**src/rtl/mc_solver_controller.sv**
```systemverilog
// mc_solver_controller: run/pause/step/clear sequencer for the M/C solver; define MC_WATCHDOG_EN to add sequencing, validity and timeout fault checks
module mc_solver_controller #(
    parameter int TICK_DIV      = 5000000,
    parameter int HOLD_TICKS    = 4,
    parameter int TIMEOUT_STEPS = 13
) (
    input  logic       clk,
    input  logic       reset_n,
    input  logic       run_btn,
    input  logic       step_btn,
    input  logic       clear_btn,
    input  logic       auto_restart,
    input  logic [1:0] speed_sel,
    input  logic [3:0] solver_state,
    input  logic       solver_complete,
    input  logic       solver_valid,
    output logic       solver_rst,
    output logic       solver_start,
    output logic       solver_step,
    output logic [2:0] ctrl_state,
    output logic       running,
    output logic       done,
    output logic       fault,
    output logic [3:0] step_count
);
    localparam int TW = $clog2(TICK_DIV + 1);
    localparam int HW = $clog2(HOLD_TICKS + 1);
    typedef enum logic [2:0] {IDLE = 3'd0, ARM = 3'd1, RUN = 3'd2, PAUSE = 3'd3, DONE = 3'd4, FAULT = 3'd5} state_t;
    state_t        state_q, state_d;
    logic [2:0]    run_sh_q, run_sh_d, step_sh_q, step_sh_d, clr_sh_q, clr_sh_d;
    logic          mode_q, mode_d, restart_q, restart_d;
    logic [TW-1:0] tick_q, tick_d, period_q, period_d, period_sel;
    logic [HW-1:0] hold_q, hold_d;
    logic [3:0]    cnt_q, cnt_d, cnt_inc;
    logic          run_e, step_e, clr_e, wrap, step, flt;

`ifdef MC_WATCHDOG_EN
    logic [3:0] exp_q, exp_d;
    logic       chk_q, chk_d;
    assign flt   = (state_q == RUN || state_q == PAUSE) &&
                   (!solver_valid || (chk_q && solver_state != exp_q) ||
                    (cnt_q >= 4'(TIMEOUT_STEPS) && !solver_complete));
    assign fault = state_q == FAULT;
    always_comb begin
        chk_d = step;
        exp_d = step ? ((state_q == ARM) ? 4'd1 : exp_q + 4'd1) : exp_q;
    end
    always_ff @(posedge clk or negedge reset_n) begin
        if (!reset_n) begin
            exp_q <= '0;
            chk_q <= 1'b0;
        end else begin
            exp_q <= exp_d;
            chk_q <= chk_d;
        end
    end
`else
    logic unused;
    assign unused = ^{solver_state, solver_valid};
    assign flt    = 1'b0;
    assign fault  = 1'b0;
`endif

    always_comb begin
        run_sh_d   = {run_sh_q[1:0], run_btn};
        step_sh_d  = {step_sh_q[1:0], step_btn};
        clr_sh_d   = {clr_sh_q[1:0], clear_btn};
        run_e      = run_sh_q[1] & ~run_sh_q[2];
        step_e     = step_sh_q[1] & ~step_sh_q[2];
        clr_e      = clr_sh_q[1] & ~clr_sh_q[2];
        period_sel = TW'(TICK_DIV) >> speed_sel;
        wrap       = tick_q == period_q - TW'(1);
        cnt_inc    = (cnt_q == 4'd15) ? cnt_q : cnt_q + 4'd1;
        state_d    = state_q;
        mode_d     = mode_q;
        restart_d  = restart_q;
        tick_d     = tick_q;
        period_d   = period_q;
        hold_d     = hold_q;
        cnt_d      = cnt_q;
        step       = 1'b0;
        case (state_q)
            IDLE: begin
                cnt_d     = '0;
                restart_d = 1'b0;
                if (!clr_e && (run_e || step_e || restart_q)) begin
                    state_d = ARM;
                    mode_d  = run_e || !step_e;
                end
            end
            ARM: begin
                step     = 1'b1;
                cnt_d    = 4'd1;
                tick_d   = '0;
                period_d = period_sel;
                state_d  = clr_e ? IDLE : (mode_q ? RUN : PAUSE);
            end
            RUN: begin
                if (clr_e) begin
                    state_d = IDLE;
                end else if (flt) begin
                    state_d = FAULT;
                end else if (solver_complete) begin
                    state_d = DONE;
                    tick_d  = '0;
                    hold_d  = '0;
                end else if (run_e) begin
                    state_d = PAUSE;
                end else begin
                    step     = wrap;
                    tick_d   = wrap ? '0 : tick_q + TW'(1);
                    period_d = wrap ? period_sel : period_q;
                    cnt_d    = wrap ? cnt_inc : cnt_q;
                end
            end
            PAUSE: begin
                if (clr_e) begin
                    state_d = IDLE;
                end else if (flt) begin
                    state_d = FAULT;
                end else if (solver_complete) begin
                    state_d = DONE;
                    tick_d  = '0;
                    hold_d  = '0;
                end else if (run_e) begin
                    state_d  = RUN;
                    tick_d   = '0;
                    period_d = period_sel;
                end else begin
                    step  = step_e;
                    cnt_d = step_e ? cnt_inc : cnt_q;
                end
            end
            DONE: begin
                if (clr_e) begin
                    state_d = IDLE;
                end else begin
                    tick_d   = wrap ? '0 : tick_q + TW'(1);
                    period_d = wrap ? period_sel : period_q;
                    hold_d   = auto_restart ? hold_q + HW'(wrap) : '0;
                    if (auto_restart && wrap && hold_q == HW'(HOLD_TICKS - 1)) begin
                        state_d   = IDLE;
                        restart_d = 1'b1;
                    end
                end
            end
            FAULT: state_d = clr_e ? IDLE : FAULT;
            default: state_d = IDLE;
        endcase
    end

    always_ff @(posedge clk or negedge reset_n) begin
        if (!reset_n) begin
            state_q   <= IDLE;
            run_sh_q  <= '0;
            step_sh_q <= '0;
            clr_sh_q  <= '0;
            mode_q    <= 1'b0;
            restart_q <= 1'b0;
            tick_q    <= '0;
            period_q  <= TW'(TICK_DIV);
            hold_q    <= '0;
            cnt_q     <= '0;
        end else begin
            state_q   <= state_d;
            run_sh_q  <= run_sh_d;
            step_sh_q <= step_sh_d;
            clr_sh_q  <= clr_sh_d;
            mode_q    <= mode_d;
            restart_q <= restart_d;
            tick_q    <= tick_d;
            period_q  <= period_d;
            hold_q    <= hold_d;
            cnt_q     <= cnt_d;
        end
    end

    assign solver_rst   = state_q == IDLE;
    assign solver_start = state_q == ARM;
    assign solver_step  = step;
    assign ctrl_state   = state_q;
    assign running      = state_q == RUN;
    assign done         = state_q == DONE;
    assign step_count   = cnt_q;
endmodule

```
**config.mk**
```make
export PLATFORM = sky130hd
export DESIGN_NAME = mc_solver_controller
export DESIGN_NICKNAME = d
export VERILOG_FILES = /design/src/rtl/mc_solver_controller.sv
export SDC_FILE = /design/constraint.sdc
export NUM_CORES = 1
export LEC_CHECK = 0
export CAP_MARGIN = 15
export CORE_MARGIN = 1.5
export CORE_UTILIZATION = 40
export DETAILED_ROUTE_END_ITERATION = 16
export HOLD_SLACK_MARGIN = 0.1
export RECOVER_POWER = 50
export SETUP_SLACK_MARGIN = 0.5
export SYNTH_ARGS = -nofsm -noshare
export SYNTH_HDL_FRONTEND = slang
export SYNTH_SLANG_ARGS = --single-unit
```
**constraint.sdc**
```tcl
create_clock -name clk -period 11.5 [get_ports clk]
set_clock_uncertainty 0.2 [all_clocks]
set_input_delay 2.875 -clock clk [delete_from_list [all_inputs] [get_ports clk]]
set_output_delay 2.875 -clock clk [all_outputs]
set_load 0.01 [all_outputs]
```
Word level (Yosys, flattened, before mapping)
Index checks and enable logic that the tools add are counted.

Bitwise gates (word level): 6. Reductions and logical operators: 21. Equal/unequal tests: 27. Multiplexer cells: 56. $add $sub $neg: 4. Shift-type cells: 1.

Operator list (count): two-way mux 23 bit (16); one-hot mux 23 bit (4 select lines) (2); two-way mux 3 bit (14); two-way mux 4 bit (9); adder 23 x 1 -> 23 bit (second input constant) (1); == test 23 bit (1); >> shifter 23 x 2 -> 23 bit (first input constant) (1); subtractor 23 x 1 -> 23 bit (second input constant) (1); != test 2 bit (second input constant) (10); one-hot mux 3 bit (6 select lines) (1); one-hot mux 4 bit (4 select lines) (1); == test 3 x 2 -> 1 bit (second input constant) (3); two-way mux 1 bit (9); AND reduction 9 bit (1); != test 2 x 1 -> 1 bit (second input constant) (4); AND reduction 4 bit (2); AND reduction 8 bit (1); nonzero test 4 bit (2); == test 3 bit (second input constant) (2); != test 3 bit (second input constant) (2); one-hot mux 3 bit (2 select lines) (1); AND reduction 6 bit (1); adder 4 x 1 -> 4 bit (second input constant) (1); == test 4 bit (second input constant) (1); 18 further kinds (28).

Bits of input ports: 14. Bits in registers: 67. Word-level logic and storage cells: 125.

Logic depth before layout (Yosys ltp)
Depth in word-level cells: 7. Mapped depth: 15.

Least setup slack after synthesis
No wires, ideal clock.

Kind: input to output. Start: in solver_complete. End: out solver_step. Arrival time: 3796 ps. Setup slack: 4629 ps. Path buffers: 1. Data required time: 8425 ps. Stages: 4. Path through: clkbuf_1 nor3_1 nand2_1 o31ai_1.

Word-level cells in the longest chain between the ends: 3. Elaborated cells between the ends (all ways): 5. Classes of those cells: mux: 5.

RTL lines: start, declared (RTL line 15) `input logic solver_complete,`; two-way mux 1 bit (on tied branches) (RTL line 121, 103); two-way mux 1 bit (on tied branches) (RTL line 117, 99); one-hot mux 1 bit (3 select lines) * (RTL line 82) `case (state_q)`; end, declared (RTL line 19) `output logic solver_step,`.

Mark *: on every way between the ends. The rest lies on a longest branch, timed or not.

Final worst setup path
Ends and elaborated chain as after synthesis.

==> qor.txt <==
First-pass GRT wire length - 16.4 mm
Antenna Cells - 0
Post-synthesis adder-cell area fraction - 3.50%
Cell-internal power - 0.000482 W
Bufs and invs on worst path - 2
Syn avg cell area - 8.58 sq um
Synth Area in Simple Gates - 25.6%
Tightest Pin Transition - 3.08 ns
Post-synthesis mux area share - 5.95%
H-tree Lvls - 2
Critical Path Sink Type - primary output
Min-delay src - run_sh_q[0]
Floorplan Core Area - 9370 sq um
Ys Warns - 0
Initial DRC Count - 192
Die X - 102 um
PwrDens - 202 nW/um^2
Synth cell types - 64
Synth Cell Area - 3930 sq um
Worst skew pair latency - 0.32 ns
Wire length per cell - 16.7 um
R2r setup slk - 7.25 ns
First drt pass iteration count - 5
Rows - 35
Slowest cell on crit path - clkdlybuf4s50_1
Status - finished, violations left
Post-Synth XOR/XNOR Area - 4.46%
Final Cycle Share - 68.3%
Critical Path RT - 8.43 ns
Vias/cell - 5.86
Hold WC Path Type - flop to flop
Sequential share of power - 36.8%
FF-to-FF Start - period_q[20]
CP cell instances - clkdlybuf4s50_1, nor3_1, nand2_1, o31ai_1, clkdlybuf4s50_1
Total track usage - 20.1%
Top-level port count - 27
Routed vias - 3446
Syn_nets - 483
Largest area contributor in the netlist - dfrtp_1
Number of global-route vias before repair - 3203
Initial core utilization - 41.9%
GP Congestion - 0.917
Area growth, synth to finish - 8.60%
TritonCTS buffer count - 5
Leak - 1.74 nW
#FFs+latches synth - 56
RSZ-0062 raised after global routing - false
Delay-heaviest family, CP - buffers and inverters
Placed Area - 4180 sq um
CTS Hold Bufs - 0
Biggest cell delay along the critical path - 0.57 ns
Area contributors post-synth - dfrtp_1, nand2_1, dfstp_2
Finished Layout Cells - 588
Hold Path End - run_sh_q[1]
GRT overflow - 0
Clock root buffer - clkbuf_8
Final Hold Fails - 0
Die outline area - 10400 sq um
R2R depth - 10
Synth Area in Compound Gates - 18.3%
# resized after CTS - 0
Largest net degree at the start of global routing - 57
Largest family of logic cells by synthesized area - simple AND/OR/NAND/NOR gates
Clock sinks - 56
Maximum vdd ir drop - 128 uV
Post-placement cell count - 580
Final WL - 9.83 mm
Critical path arrival - 4.78 ns
CTS tree - done
Startpoint Class - primary input
Final min period - 7.85 ns
Layout fillers - 953
Clk slew on worst S/H paths - 0.10 ns
CP Class - primary input to primary output
Share of layout cells above drive strength 1 - 10.2%
Final Cell Area - 4270 sq um
Port buffer count - 20
Power share of the clock group - 13.8%
Initial antenna violation count - 0
Postcts setup bufs - 0
Post-synth ARST share - 100%
Fmax - 0.127 GHz
Violated checks - max-capacitance violations, max-slew violations
Cell mode on critical path - clkdlybuf4s50_1
Worst rel slew slack - -105%
Number of antenna-violating nets in the routed design - 0
Main flop type after synthesis - dfrtp_1
Longest Clk Path Bufs - 2
Post-layout nets - 483
Setup violators final - 0
Sw Ratio - 44.0%
CP Max Fanout - 8
DRC violations left - 0
Sequential share of the synthesized area - 35.8%
Hold path depth - 0
Post-synth EDFFs - 0
Mapped Cells - 458
Max-Cap Viols - 1
Setup_tns - 0 ns
Gate power share - 49.4%
Max-slew violations - 57
Chip height - 102 um
Switching Power - 0.000379 W
Worst r2r dst - period_q[15]
Top-area cell type share of the netlist area - 31.8%
Dpl hpwl - 6.98 mm
metrics by stage:
stage	hold slack, ns	setup slack (ns)	power, W	utilization, %
after CTS	0.158	3.65	0.000866	45.6
after detailed placement	0.136	3.66	0.000743	44.6
after global routing	0.167	3.51	0.000931	45.5
final	0.157	3.65	0.000861	45.5
after floorplan	0.131	4.63	0.000631	-
after global placement	0.133	3.66	0.000737	44.6
flip-flops by register name, summed over array words and instances (netlist names):
signal      count
clr_sh_q        3
ctrl_state      3
hold_q          3
mode_q          1
period_q       12
restart_q       1
run_sh_q        3
step_count      4
step_sh_q       3
tick_q         23
cell type report:
cell class | instances | area (sq um) | share of cell area, %
Multi-Input combinational cell | 345 | 2280 | 53.5
Sequential cell | 56 | 1410 | 33.0
Timing Repair Buffer | 24 | 221 | 5.19
Tap cell | 129 | 161 | 3.78
Inverter | 26 | 97.6 | 2.29
Clock buffer | 6 | 82.6 | 1.93
Clock inverter | 2 | 13.8 | 0.322
power groups by stage:
stage	combinational (W)	sequential, W	clock (W)
global route	0.000474	0.000327	0.000130
CTS	0.000427	0.000315	0.000124
detailed placement	0.000424	0.000319	0
finish	0.000425	0.000317	0.000119
floorplan	0.000363	0.000269	0
global placement	0.000418	0.000319	0
synth_stat cells (6+ instances only):
| library cell | instances |
|---|---|
| nor2_1 | 39 |
| ha_1 | 11 |
| xor2_1 | 8 |
| nor4_1 | 8 |
| inv_1 | 26 |
| xnor2_1 | 12 |
| mux2i_1 | 11 |
| dfstp_2 | 6 |
| a22o_1 | 7 |
| nand3_1 | 28 |
| dfrtp_1 | 50 |
| a21oi_1 | 12 |
| o21ai_0 | 21 |
| o22ai_1 | 6 |
| mux2_4 | 6 |
| a31oi_1 | 17 |
| nor3_1 | 17 |
| and3_1 | 6 |
| nand2_1 | 46 |
| or4_1 | 9 |
| clkbuf_1 | 23 |
layout by cell type, fill, tap and decap left out, types with 4 or more instances in the layout:
master,instances
clkbuf_8,6
xor2_1,8
nand2_1,46
or2_2,4
o211ai_1,4
nand4_1,5
or3_1,4
o21ai_0,21
nand2b_1,4
nor2b_1,4
mux2_4,6
clkdlybuf4s50_1,16
mux2i_1,11
nor2_1,39
a22o_1,7
a31o_2,5
o22ai_1,6
or4_1,9
inv_1,26
nor4_1,8
and3_1,6
nand3_1,28
xnor2_1,12
dfrtp_1,50
a31oi_1,17
a21oi_1,12
dfstp_2,6
nor3_1,17
ha_1,11
worst max path at each step:
stage	startpoint	slack (ns)	cells past startpoint	end
after CTS	solver_complete	3.65	5	solver_step
after global placement	solver_complete	3.66	5	solver_step
after detailed placement	solver_complete	3.66	5	solver_step
after global routing	solver_complete	3.51	5	solver_step
after floorplan	solver_complete	4.63	4	solver_step
final	solver_complete	3.65	5	solver_step
cells by family (layout without fill, tap and decap cells):
kind of cell | Yosys count | count (layout)
compound gates | 103 | 103
xor+xnor | 20 | 20
fa+ha+maj | 11 | 11
mux | 20 | 20
simple gates | 190 | 190
buf+inv | 57 | 58
flops | 56 | 56
other cells | 1 | 1
layer usage:
layer / share of wire [%] / global-route usage, % / up-vias
met5: 0 / 0 / -
li1: - / - / 1676
met3: 5.0 / 3.42 / 13
met4: 1.7 / 5.69 / 0
met1: 48 / 28.9 / 1660
met2: 45 / 31.4 / 97
No activity file was read; power rests on OpenSTA's default activity.
